<file path="config.mk">
export PLATFORM = sky130hd
export DESIGN_NAME = regfile_write_arbiter
export DESIGN_NICKNAME = d
export VERILOG_FILES = /design/src/rtl/regfile_write_arbiter.sv
export SDC_FILE = /design/constraint.sdc
export NUM_CORES = 1
export LEC_CHECK = 0
export CAP_MARGIN = 25
export CORE_MARGIN = 2
export CORE_UTILIZATION = 38
export CTS_BUF_LIST = sky130_fd_sc_hd__clkbuf_2 sky130_fd_sc_hd__clkbuf_4 sky130_fd_sc_hd__clkbuf_8
export CTS_CLUSTER_DIAMETER = 80
export CTS_CLUSTER_SIZE = 30
export DETAILED_ROUTE_END_ITERATION = 6
export DONT_BUFFER_PORTS = 1
export PLACE_DENSITY = 0.62
export SYNTH_ARGS = -nofsm -noshare
export SYNTH_HDL_FRONTEND = slang
export SYNTH_SLANG_ARGS = --single-unit
</file>
<file path="constraint.sdc">
create_clock -name clock -period 3.6 [get_ports clock]
set_input_delay 0.54 -clock clock [delete_from_list [all_inputs] [get_ports clock]]
set_output_delay 0.54 -clock clock [all_outputs]
set_load 0.1 [all_outputs]
</file>
<file path="src/rtl/regfile_write_arbiter.sv">
// regfile_write_arbiter: shares the single register-file write port among
// NUM_REQ writeback sources using one-entry buffers and round-robin issue.
//
// Ports:
//   clock            : system clock, all state on rising edge
//   ctrl_reset       : synchronous active-high reset
//   req_valid[i]     : requester i offers a write
//   req_ready[i]     : buffer i can accept a write this cycle
//   req_reg          : requester i index at [i*ADDR_WIDTH +: ADDR_WIDTH]
//   req_data         : requester i data at [i*DATA_WIDTH +: DATA_WIDTH]
//   ctrl_writeEnable : registered regfile write enable
//   ctrl_writeReg    : registered regfile write index
//   data_writeReg    : registered regfile write data
//   grant_id         : requester issued at the last edge
//   grant_valid      : a buffer was drained at the last edge (incl. r0 drops)
//   pending_mask     : bit r set while any buffer holds a write to r
//   zero_drops       : saturating count of discarded register-0 writes
module regfile_write_arbiter #(
   parameter int NUM_REQ    = 3,
   parameter int DATA_WIDTH = 32,
   parameter int ADDR_WIDTH = 5
) (
   input  logic                          clock,
   input  logic                          ctrl_reset,
   input  logic [NUM_REQ-1:0]            req_valid,
   output logic [NUM_REQ-1:0]            req_ready,
   input  logic [NUM_REQ*ADDR_WIDTH-1:0] req_reg,
   input  logic [NUM_REQ*DATA_WIDTH-1:0] req_data,
   output logic                          ctrl_writeEnable,
   output logic [ADDR_WIDTH-1:0]         ctrl_writeReg,
   output logic [DATA_WIDTH-1:0]         data_writeReg,
   output logic [2:0]                    grant_id,
   output logic                          grant_valid,
   output logic [2**ADDR_WIDTH-1:0]      pending_mask,
   output logic [7:0]                    zero_drops
);

   logic [NUM_REQ-1:0]    buf_full;
   logic [ADDR_WIDTH-1:0] buf_reg  [NUM_REQ];
   logic [DATA_WIDTH-1:0] buf_data [NUM_REQ];

   logic [2:0]            rr_ptr;
   logic [2:0]            rr_next;

   logic                  found;
   logic [2:0]            win;
   logic [ADDR_WIDTH-1:0] win_reg;
   logic [DATA_WIDTH-1:0] win_data;
   logic [NUM_REQ-1:0]    grant;
   logic [NUM_REQ-1:0]    accept;

   // Round-robin search: first pass covers rr_ptr..NUM_REQ-1, second pass
   // wraps to the low indices. The winner's contents are muxed here too.
   always_comb begin
      found    = 1'b0;
      win      = '0;
      win_reg  = '0;
      win_data = '0;
      grant    = '0;
      for (int i = 0; i < NUM_REQ; i++) begin
         if (!found && buf_full[i] && i >= int'(rr_ptr)) begin
            found    = 1'b1;
            win      = 3'(i);
            win_reg  = buf_reg[i];
            win_data = buf_data[i];
            grant[i] = 1'b1;
         end
      end
      for (int i = 0; i < NUM_REQ; i++) begin
         if (!found && buf_full[i]) begin
            found    = 1'b1;
            win      = 3'(i);
            win_reg  = buf_reg[i];
            win_data = buf_data[i];
            grant[i] = 1'b1;
         end
      end
   end

   always_comb begin
      if (int'(win) == NUM_REQ - 1) begin
         rr_next = '0;
      end else begin
         rr_next = win + 3'd1;
      end
   end

   // A buffer being drained this cycle may refill at the same edge.
   always_comb begin
      if (ctrl_reset) begin
         req_ready = '0;
      end else begin
         req_ready = ~buf_full | grant;
      end
   end

   assign accept = req_valid & req_ready;

   always_ff @(posedge clock) begin
      if (ctrl_reset) begin
         buf_full <= '0;
      end else begin
         for (int i = 0; i < NUM_REQ; i++) begin
            if (accept[i]) begin
               buf_full[i] <= 1'b1;
            end else if (grant[i]) begin
               buf_full[i] <= 1'b0;
            end
         end
      end
   end

   always_ff @(posedge clock) begin
      for (int i = 0; i < NUM_REQ; i++) begin
         if (accept[i]) begin
            buf_reg[i]  <= req_reg[i*ADDR_WIDTH +: ADDR_WIDTH];
            buf_data[i] <= req_data[i*DATA_WIDTH +: DATA_WIDTH];
         end
      end
   end

   always_ff @(posedge clock) begin
      if (ctrl_reset) begin
         rr_ptr           <= '0;
         ctrl_writeEnable <= 1'b0;
         ctrl_writeReg    <= '0;
         data_writeReg    <= '0;
         grant_id         <= '0;
         grant_valid      <= 1'b0;
         zero_drops       <= '0;
      end else if (found) begin
         rr_ptr           <= rr_next;
         ctrl_writeEnable <= (win_reg != '0);
         ctrl_writeReg    <= win_reg;
         data_writeReg    <= win_data;
         grant_id         <= win;
         grant_valid      <= 1'b1;
         if (win_reg == '0 && zero_drops != 8'hFF) begin
            zero_drops <= zero_drops + 8'd1;
         end
      end else begin
         ctrl_writeEnable <= 1'b0;
         grant_valid      <= 1'b0;
      end
   end

   // A buffer being granted still counts as pending until its edge.
   always_comb begin
      pending_mask = '0;
      for (int i = 0; i < NUM_REQ; i++) begin
         if (buf_full[i]) begin
            pending_mask[buf_reg[i]] = 1'b1;
         end
      end
   end

endmodule

</file>
After elaboration in Yosys (flattened, before gate mapping)
Memories as Yosys holds them, arrays and structs flattened.
Cells that the tools add are included.
W data, S select, Z words.
{"block": "totals", "reg_bits": 56, "ramBits": 111, "inputBits": 116, "output_inout_bits": 85, "word_cells": 107, "memories": 2}
{"name": "buf_data", "depth": 3, "width": 32, "rd": 3, "rd_ports_with_merged_regs": 0, "wr": 3, "line_no": "40", "text": "logic [DATA_WIDTH-1:0] buf_data [NUM_REQ];"}
{"name": "buf_reg", "depth": 3, "width": 5, "rd": 3, "rd_ports_with_merged_regs": 0, "wr": 3, "line_no": "39", "text": "logic [ADDR_WIDTH-1:0] buf_reg [NUM_REQ];"}
{"block": "op_classes", "addsub": 2, "n_lt_le_gt_ge": 9, "n_eq_ne": 2, "muxes": 52, "n_bitwise": 6, "n_reduce_logical": 24}
{"cell": "$mux W32", "count": 9}
{"cell": "$or A32 B32 Y32", "count": 2}
{"cell": "$mux W5", "count": 6}
{"cell": "$mux W1", "count": 28}
{"cell": "$lt A5 B6 Y1 const B", "count": 3}
{"cell": "$mux W3", "count": 6}
{"cell": "$demux W1 S5", "count": 3}
{"cell": "$ge A5 B1 Y1 const B", "count": 3}
{"cell": "$logic_and A1 B1 Y1", "count": 12}
{"cell": "$add A8 B1 Y8 const B", "count": 1}
{"cell": "$ne A8 B8 Y1 const B", "count": 1}
{"cell": "$ge A1 B3 Y1 const A", "count": 2}
{"cell": "$reduce_bool A2 Y1", "count": 3}
{"cell": "$logic_not A1 Y1", "count": 5}
{"cell": "$logic_not A5 Y1", "count": 1}
{"cell": "$reduce_bool A5 Y1", "count": 1}
{"cell": "$add A3 B1 Y3 const B", "count": 1}
{"cell": "$and A3 B3 Y3", "count": 1}
{"cell": "$eq A3 B3 Y1 const B", "count": 1}
{"cell": "$ge A2 B3 Y1 const A", "count": 1}
{"cell": "$not A3 Y3", "count": 1}
{"cell": "$or A3 B3 Y3", "count": 1}
{"cell": "$reduce_and A2 Y1", "count": 1}
{"cell": "$reduce_or A2 Y1", "count": 1}
{"cell": "$not A1 Y1", "count": 1}

Logic depth before layout (Yosys ltp)
Gate-level depths: netlist of the first run.
{"block": "depth", "depth_word": 25, "ltp_mapped": 9, "mapped_depth_nobuf": 7}

Worst setup path after synthesis of the first run
Ideal clock, no wire load.
{"block": "synth_timing", "path_type": "register to register", "from": "register rr_ptr[0]", "to": "memory buf_data[1][0] (netlist: buf_data[0][32]) (enable)", "setup_ns": 0.397, "arrival_time_ns": 4.070, "required_ns": 3.203, "slack_ns": -0.867, "path_stages_with_launch": 7, "path_buffers": 1, "synth_period_minus_slack_ns": 4.467, "path_cell_list": "dfxtp_1 > or2b_1 > a2111oi_2 > buf_2 > inv_1 > a21oi_1 > and2_1"}
{"item": "from (decl)", "line_no": "42", "text": "logic [2:0] rr_ptr;"}
{"item": "from (signal assigned)", "line_no": "132", "text": "rr_ptr <= rr_next;"}
{"item": "to (decl)", "line_no": "40"}

==> flow_metrics.py, run 1 <==
metrics = {
    "status": {
        "status": "complete, but fails checks",
        "violations": "design-rule violations",
    },
    "synth": {
        "synthTopCellsByArea": "edfxtp_1, dfxtp_1, nand2_1",
        "synthCells": 563,
        "yosysTopAreaCellShare": 0.495,
        "yosysTopAreaCell": "edfxtp_1",
        "synth_warnings": 0,
        "ys.flop_type": "edfxtp_1",
        "synth.ff_latch_count": 166,
        "synth_cell_type_count": 53,
        "netlist_area_sq_mm": 0.00674,
        "synth-edff-count": 111,
        "synth.avg_cell_area_sq_um": 12.0,
        "async_flop_share": 0,
        "synth_fp_nets": 680,
        "ys_seq_area_frac": 0.658,
    },
    "worst_setup_path": {
        "r2r_end": "zero_drops[2]",
        "startpoint": "buf_reg[0][3]",
        "startpoint_type": "flop",
        "worstPathArrival_ns": 2.41,
        "endpoint_kind": "output pin",
        "crit_type": "flop to output pin",
        "reg2reg_from": "buf_full[1]",
        "cp-endpoint": "pending_mask[11]",
        "ff2ff_path_depth": 7,
        "rrSetupSlack_ns": 0.77,
        "cp_max_fo": 10,
        "critPathRequiredTime_ns": 3.06,
    },
    "clocking": {
        "hold_buffers": 0,
        "root_buffer": "clkbuf_8",
        "cts_tree": "done",
        "cts_sinks": 166,
        "clockBufferDepth": 2,
        "cts_resized": 0,
        "cts_buffers": 17,
        "clkSlewWorstSetupHoldPaths_ns": 0.10,
        "postCtsSetupBuffers": 0,
        "clock_latency_ns": 0.44,
        "htreeDepth": 4,
    },
    "power_and_ir_drop": {
        "powerDensity_mw_per_mm2": 547,
        "power_frac_seq": 0.597,
        "clockPowerShare": 0.309,
        "p_sw_frac": 0.337,
        "p_leak_uw": 0.00277,
        "p_int_uw": 2810,
        "ir_worst_vdd_v": 0.000395,
        "p_comb_frac": 0.094,
        "p_total_uw": 4230,
        "power.net_switching_uw": 1430,
    },
    "die": {
        "start_util": 0.390,
        "die_area_sq_mm": 0.0188,
        "io_pins": 201,
        "die_x_um": 137,
        "dieHeight_um": 137,
        "fp.coreArea_sq_mm": 0.0173,
        "row_count": 48,
    },
    "layout": {
        "area.growth.synth_to_final_pct": 14.9,
        "final.fill_count": 1632,
        "drive_gt1_frac": 0.166,
        "antenna_cells": 0,
        "largest_reg_flops": 96,
        "nets": 712,
        "utilization": 0.448,
    },
    "timing": {
        "skew_ns": 0.0207,
        "timing.setup.tns_ns": 0,
        "grt_setup_unrepaired": "false",
        "max_freq_mhz": 338,
        "fin_crit_ns": 2.95,
        "finalSetupViolCount": 0,
        "worst_pin_slew_ns": 1.07,
        "fin_worst_hold_slack_ns": 0.166,
        "slew_viol_final": 0,
        "finalHoldViolCount": 0,
        "period_share": 0.821,
        "slew_headroom": 0.289,
    },
    "job": {
        "cap_violations": 0,
    },
    "min_path": {
        "hold_depth": 1,
        "hp-class": "input port to flop",
    },
    "global_routing": {
        "grt_pass1_vias": 4770,
        "antenna_found_initial": 1,
        "overflow": 0,
        "grt_util_all_layers": 0.196,
        "grt_max_degree": 61,
        "grt_pass1_wl_um": 27600,
    },
    "route": {
        "drtIter0Drc": 407,
        "drt_first_pass_iters": 7,
        "via_per_inst": 5.89,
        "ant_nets": 0,
        "drc": 2,
        "post_drt_wl_per_cell_um": 22.3,
        "vias": 4906,
        "wl_um": 18600,
    },
    "placement": {
        "dp_hpwl_um": 12200,
        "place.gp.congestion": 0.807,
        "portBuffers": 0,
    },
}
-- per-layer routing --
| metal | share of wire | vias up | track usage |
|---|---|---|---|
| li1 | - | 2235 | - |
| met1 | 0.39 | 2367 | 0.233 |
| met2 | 0.49 | 270 | 0.320 |
| met3 | 0.10 | 32 | 0.0802 |
| met4 | 0.016 | 2 | 0.0687 |
| met5 | 0.00070 | - | 0 |
-- cell families after synthesis --
family	share of synthesized area
mux	0.00631
compound gates	0.158
buf+inv	0.0290
other cells	0.000556
flops	0.658
fa+ha+maj	0.00186
simple gates	0.146
-- worst min path at each step --
stage                                from                end  slack, ns
final                          ctrl_reset      zero_drops[2]       0.17
after detailed placement  buf_data[0][13]  data_writeReg[13]       0.49
after global placement     buf_data[0][3]   data_writeReg[3]       0.48
after floorplan            buf_data[0][0]   data_writeReg[0]       0.47
after global routing           ctrl_reset      zero_drops[2]       0.13
after CTS                      ctrl_reset   data_writeReg[2]       0.12
-- worst max-delay path: stages (launching register included) --
cell and delay (ns):
edfxtp_1 0.60, nor3b_1 0.47, a22oi_1 0.17, nand2_1 0.72
-- Yosys cell counts, types with 4 or more instances --
master	count
nor2_1	22
a222oi_1	34
dfxtp_1	55
a311oi_1	4
inv_1	10
clkbuf_1	27
nor3_1	11
a21oi_1	52
nand2_1	106
and2_1	5
buf_1	4
nor3b_1	9
nand2b_1	4
and3_1	13
edfxtp_1	111
a22oi_1	33
-- stage by stage --
| stage | instance area (sq um) | instances | setup slack [ns] |
|---|---|---|---|
| finish | 7740 | 833 | 0.646 |
| global route | 7740 | 833 | 0.429 |
| CTS | 7720 | 832 | 0.614 |
| detailed placement | 7310 | 800 | 0.812 |
| global placement | 7310 | 800 | 0.873 |
| floorplan | 6750 | 563 | 0.120 |
-- power groups by stage --
| stage | logic (uW) | clock network [uW] | registers (uW) |
|---|---|---|---|
| final | 399 | 1310 | 2530 |
| after CTS | 397 | 1340 | 2530 |
| after global placement | 390 | 0 | 2570 |
| after global routing | 430 | 1410 | 2540 |
| after detailed placement | 396 | 0 | 2570 |
| after floorplan | 301 | 0 | 2540 |
-- area by class of cell --
| cell class | instances | area (sq um) | area share |
|---|---|---|---|
| Clock inverter | 14 | 155 | 0.0200 |
| Multi-Input combinational cell | 350 | 2170 | 0.280 |
| Timing Repair Buffer | 50 | 420 | 0.0543 |
| Inverter | 10 | 37.5 | 0.00485 |
| Sequential cell | 166 | 4430 | 0.573 |
| Tap cell | 225 | 282 | 0.0363 |
| Clock buffer | 18 | 248 | 0.0320 |
-- cell usage in the layout, fill, tap and decap left out, types with 13 or more instances in the layout --
master / synthesis / final
clkbuf_8: 0 / 18
nand2_1: 106 / 106
a22oi_1: 33 / 33
buf_4: 2 / 47
a222oi_1: 34 / 34
nor2_1: 22 / 21
dfxtp_1: 55 / 55
and3_1: 13 / 13
edfxtp_1: 111 / 111
a21oi_1: 52 / 50
Note: power is estimated with default switching activity, not from simulation.
==> run 2, diff against run 1 <==
==> constraint.sdc (replaced) <==
create_clock -name clock -period 2.9 [get_ports clock]
set_input_delay 0.435 -clock clock [delete_from_list [all_inputs] [get_ports clock]]
set_output_delay 0.435 -clock clock [all_outputs]
set_load 0.1 [all_outputs]
==> flow_metrics.py, run 2 (synthesis gave the netlist of run 1 again) <==
metrics = {
    "status": {
        "violations": "design-rule violations",
        "status": "complete, but fails checks",
    },
    "die": {
        "row_count": 48,
        "start_util": 0.390,
        "die_area_sq_mm": 0.0188,
        "io_pins": 201,
        "fp.coreArea_sq_mm": 0.0173,
        "die_x_um": 137,
        "dieHeight_um": 137,
    },
    "timing": {
        "fin_crit_ns": 2.73,
        "period_share": 0.942,
        "worst_pin_slew_ns": 1.05,
        "slew_headroom": 0.298,
        "slew_viol_final": 0,
        "max_freq_mhz": 366,
        "skew_ns": 0.0118,
        "finalHoldViolCount": 0,
        "grt_setup_unrepaired": "false",
        "finalSetupViolCount": 0,
        "timing.setup.tns_ns": 0,
    },
    "route": {
        "ant_nets": 0,
        "drc": 2,
        "via_per_inst": 5.86,
        "drt_first_pass_iters": 7,
        "vias": 4983,
        "wl_um": 18600,
        "post_drt_wl_per_cell_um": 21.8,
        "drtIter0Drc": 428,
    },
    "placement": {
        "place.gp.congestion": 0.891,
        "portBuffers": 0,
        "dp_cells": 816,
        "dp_hpwl_um": 12700,
    },
    "global_routing": {
        "antenna_found_initial": 0,
        "grt_max_degree": 61,
        "overflow": 0,
        "grt_pass1_vias": 4880,
        "busiest_layer": "met2",
        "met2_usage": 0.314,
        "grt_util_all_layers": 0.197,
        "use_met1": 0.240,
        "grt_pass1_wl_um": 27600,
        "use_met3": 0.0754,
    },
    "min_path": {
        "hp-class": "input port to flop",
    },
    "power_and_ir_drop": {
        "powerDensity_mw_per_mm2": 679,
        "ir_worst_vdd_v": 0.000470,
        "p_leak_uw": 0.00287,
    },
    "clocking": {
        "clockBufferDepth": 2,
        "hold_buffers": 0,
        "cts_buffers": 17,
        "clock_latency_ns": 0.45,
        "cts_sinks": 166,
        "clkSlewWorstSetupHoldPaths_ns": 0.09,
        "cts_tree": "done",
        "root_buffer": "clkbuf_8",
        "htreeDepth": 4,
    },
    "worst_setup_path": {
        "path_buf_inv": 2,
        "cp_max_fo": 10,
        "crit_slowest_cell": "a2111oi_4",
        "worstPathArrival_ns": 2.30,
        "endpoint_kind": "output pin",
        "crit_type": "flop to output pin",
        "critPathRequiredTime_ns": 2.47,
        "critPathTopFamily": "compound AO/OA/AOI/OAI gates",
        "startpoint_type": "flop",
        "cpPeakStageDelay_ns": 0.53,
        "crit_chain": "or2b_1 > a2111oi_4 > inv_1 > a21oi_4 > buf_4",
    },
    "layout": {
        "final_common_cell": "edfxtp_1",
        "nets": 729,
        "drive_gt1_frac": 0.190,
        "layout_common_cells": "edfxtp_1, nand2_1, buf_4, dfxtp_1, a21oi_1",
        "fin_cells": 851,
        "area.growth.synth_to_final_pct": 17.1,
        "largest_reg_flops": 96,
    },
    "job": {
        "cap_violations": 0,
    },
}
==> run 2: cell type report <==
cell class	instances	area (sq um)
tap	225	282
fill	1587	9400
multi-input combinational	350	2180
inverter	10	37.5
timing repair buffer	67	541
clock inverter	13	165
antenna	1	2.50
sequential	166	4430
clock buffer	19	249
==> run 2: routing by layer <==
metal | vias up | wire length [um]
met5 | - | 0
met4 | 0 | 288
met1 | 2414 | 7340
li1 | 2262 | -
met3 | 23 | 2030
met2 | 284 | 8900
==> run 2: worst register-to-register path, cell delays in order (launching register included) <==
cell and delay (ns):
dfxtp_1 0.59, and2_1 0.25, a2111oi_4 0.09, buf_4 0.19
a221oi_1 0.42, nand4_2 0.34, or4_1 0.58, a21oi_1 0.16
==> run 2: report_power, final <==
group / switching [uW] / total (uW) / internal [uW]
Sequential: 469 / 3130 / 2660
Clock: 894 / 1710 / 815
Combinational: 358 / 520 / 162
Total: 1720 / 5360 / 3640
==> run 2: metrics by stage <==
| step | instance area, sq um | power, uW | hold WS, ns | setup slack [ns] | utilization |
|---|---|---|---|---|---|
| floorplan | 6770 | 3530 | 0.471 | -0.0158 | - |
| global placement | 7450 | 3690 | 0.477 | 0.413 | 0.431 |
| detailed placement | 7450 | 3700 | 0.485 | 0.311 | 0.431 |
| CTS | 7860 | 5400 | 0.00616 | 0.0168 | 0.455 |
| global route | 7890 | 5550 | 0.000721 | 0.0467 | 0.456 |
| finish | 7900 | 5360 | 0.0428 | 0.168 | 0.456 |
==> run 2: path summary, 6_finish.rpt <==
| check | end | cells past startpoint | start | slack (ns) |
|---|---|---|---|---|
| min reg2reg | data_writeReg[10] | 2 | buf_data[0][10] | 0.50 |
| max | req_ready[1] | 5 | rr_ptr[2] | 0.17 |
| min | data_writeReg[31] | 1 | ctrl_reset | 0.04 |
| max reg2reg | zero_drops[2] | 7 | buf_full[0] | 0.20 |
==> run 2: what timing repair did <==
item	4_1_cts	5_1_grt
cloned	0	0
buffers inserted	0	1
resized for setup	0	1
endpoints found under the setup margin	1	6
pin swaps	1	1
==> run 3, diff against run 2 <==
--- a/config.mk
+++ b/config.mk
@@ -5,7 +5,9 @@
 export SDC_FILE = /design/constraint.sdc
 export NUM_CORES = 1
 export LEC_CHECK = 0
+export ABC_AREA = 1
 export CAP_MARGIN = 25
+export CORE_ASPECT_RATIO = 2
 export CORE_MARGIN = 2
 export CORE_UTILIZATION = 38
 export CTS_BUF_LIST = sky130_fd_sc_hd__clkbuf_2 sky130_fd_sc_hd__clkbuf_4 sky130_fd_sc_hd__clkbuf_8
==> constraint.sdc (replaced) <==
create_clock -name clock -period 3.04 [get_ports clock]
set_input_delay 0.456 -clock clock [delete_from_list [all_inputs] [get_ports clock]]
set_output_delay 0.456 -clock clock [all_outputs]
set_load 0.1 [all_outputs]
==> flow_metrics.py, run 3 <==
metrics = {
    "layout": {
        "largest_reg_flops": 96,
        "multi_input_area_sq_mm": 0.00268,
        "layout_common_cells": "nand2_1, edfxtp_1, buf_4, dfxtp_1, inv_1",
        "nets": 899,
        "final.fill_count": 1814,
        "drive_gt1_frac": 0.180,
        "area.growth.synth_to_final_pct": 17.3,
        "regArea_sq_mm": 0.00443,
        "utilization": 0.455,
        "final_common_cell": "nand2_1",
        "fin_cells": 1053,
    },
    "route": {
        "drtIter0Drc": 195,
        "drt_first_pass_iters": 5,
        "ant_nets": 0,
        "via_per_inst": 5.46,
        "vias": 5749,
        "drc": 0,
        "wl_um": 22000,
        "post_drt_wl_per_cell_um": 20.9,
    },
    "job": {
        "cap_violations": 0,
    },
    "worst_setup_path": {
        "crit_top_cell": "inv_1",
        "cp_max_fo": 8,
        "crit_chain": "inv_1 > nor3_1 > inv_1 > o221ai_2 > buf_4",
        "critPathTopFamily": "buffers and inverters",
        "cpPeakStageDelay_ns": 0.49,
        "ff2ff_path_depth": 13,
        "path_buf_inv": 3,
        "crit_slowest_cell": "dfxtp_1",
        "cp.depth": 5,
        "startpoint_type": "flop",
        "endpoint_kind": "output pin",
        "critPathRequiredTime_ns": 2.58,
        "crit_type": "flop to output pin",
        "worstPathArrival_ns": 2.34,
    },
    "clocking": {
        "htreeDepth": 4,
        "cts_tree": "done",
        "clkSlewWorstSetupHoldPaths_ns": 0.09,
        "cts_resized": 0,
        "postCtsSetupBuffers": 0,
        "root_buffer": "clkbuf_8",
        "cts_buffers": 17,
        "clockBufferDepth": 2,
        "hold_buffers": 0,
        "cts_sinks": 166,
        "clock_latency_ns": 0.47,
    },
    "synth": {
        "synth_commonest_cells": "nand2_1, edfxtp_1, dfxtp_1",
        "synth.ff_latch_count": 166,
        "synthAdderAreaFrac": 0.00172,
        "netlist_area_sq_mm": 0.00726,
        "ys_seq_area_frac": 0.611,
        "synth_mux_area_frac": 0,
        "synth_compound_area_frac": 0.136,
        "synthCells": 735,
        "synth_cell_type_count": 34,
        "async_flop_share": 0,
        "synthTopCellsByArea": "edfxtp_1, dfxtp_1, nand2_1",
        "synth-edff-count": 111,
        "synth_warnings": 0,
        "yosysTopAreaCellShare": 0.459,
        "synth_top_family_by_area": "simple AND/OR/NAND/NOR gates",
        "synth-simple-area-share": 0.197,
        "synth.avg_cell_area_sq_um": 9.88,
        "synthXorXnorAreaFrac": 0.00724,
        "yosysTopAreaCell": "edfxtp_1",
        "synth_fp_nets": 852,
        "synth.most_common_cell": "nand2_1",
        "ys.flop_type": "edfxtp_1",
    },
    "power_and_ir_drop": {
        "powerDensity_mw_per_mm2": 644,
        "p_sw_frac": 0.347,
        "p_comb_frac": 0.130,
        "power_frac_seq": 0.575,
        "p_total_uw": 5480,
        "p_leak_uw": 0.00303,
        "clockPowerShare": 0.294,
        "power.net_switching_uw": 1900,
        "ir_worst_vdd_v": 0.000515,
        "p_int_uw": 3580,
    },
    "die": {
        "start_util": 0.387,
        "dieHeight_um": 200,
        "die_area_sq_mm": 0.0203,
        "fp.coreArea_sq_mm": 0.0187,
        "io_pins": 201,
        "die_x_um": 102,
        "row_count": 71,
    },
    "global_routing": {
        "overflow": 0,
        "grt_util_all_layers": 0.223,
        "grt_pass1_wl_um": 33100,
        "grt_max_degree": 56,
        "grt_pass1_vias": 5982,
        "antenna_found_initial": 3,
    },
    "placement": {
        "portBuffers": 0,
        "dp_hpwl_um": 15500,
        "place.gp.congestion": 0.944,
        "dp_cells": 1018,
    },
    "timing": {
        "fin_worst_hold_slack_ns": 0.0468,
        "skew_ns": 0.0177,
        "grt_setup_unrepaired": "false",
        "finalSetupViolCount": 0,
        "slew_viol_final": 0,
        "worst_pin_slew_ns": 1.08,
        "max_freq_mhz": 357,
        "slew_headroom": 0.279,
        "fin_crit_ns": 2.80,
        "period_share": 0.920,
        "finalHoldViolCount": 0,
    },
    "min_path": {
        "hold_depth": 1,
        "hp-class": "input port to flop",
    },
    "status": {
        "status": "completed",
    },
}
-- run 3: power by group through the flow --
stage                     Combinational [uW]  Clock (uW)  Sequential, uW
after floorplan                          501           0            3180
after global placement                   711           0            3210
after detailed placement                 718           0            3210
after CTS                                719        1660            3160
after global routing                     777        1740            3170
final                                    715        1610            3150
-- run 3: final timing paths --
path | startpoint | slack, ns | to
worst min-delay path | ctrl_reset | 0.05 | ctrl_writeReg[0]
worst max-delay path | buf_full[1] | 0.24 | pending_mask[15]
worst max register to register | buf_full[0] | 0.69 | zero_drops[5]
worst min register to register | buf_data[0][86] | 0.52 | data_writeReg[22]
-- run 3: worst reg2reg max path, stage by stage (launching register included) --
cell and delay [ns]:
dfxtp_1 0.36, inv_2 0.18, nor2_4 0.06, nand2_2 0.11, nand2_2 0.08, nor2_2 0.66
nand2_1 0.10, nand2_1 0.10, nor2_1 0.05, nand3_1 0.16, nor2_4 0.09, nand3_4 0.14
nand2_1 0.07, a21oi_1 0.12
-- run 3: stage by stage --
stage / setup TNS (ns) / cell area (sq um) / setup slack, ns
floorplan: -0.169 / 7280 / -0.0173
global placement: 0 / 8110 / 0.742
detailed placement: 0 / 8110 / 0.693
CTS: 0 / 8510 / 0.225
global route: 0 / 8520 / 0.0311
finish: 0 / 8520 / 0.243
-- run 3: layout make-up --
| cell class | instances | area share |
|---|---|---|
| diodes | 3 | 0.000881 |
| clock buffers | 19 | 0.0292 |
| clock inverters | 13 | 0.0182 |
| inverters | 53 | 0.0239 |
| multi-input cells | 484 | 0.314 |
| flip-flops and latches | 166 | 0.520 |
| well taps | 255 | 0.0374 |
| repair buffers | 60 | 0.0558 |
-- run 3: logic make-up (layout without fill, tap and decap cells) --
group,Yosys count,after routing
fa+ha+maj,1,1
compound gates,152,152
flops,166,166
xor+xnor,6,6
other cells,1,4
buf+inv,85,145
simple gates,324,324
-- run 3: metal layers --
metal	vias to the layer above	wire length, um	global-route usage
met4	0	1080	0.134
li1	2708	-	-
met5	-	0	0
met3	64	1280	0.0563
met2	237	12400	0.408
met1	2740	7270	0.217
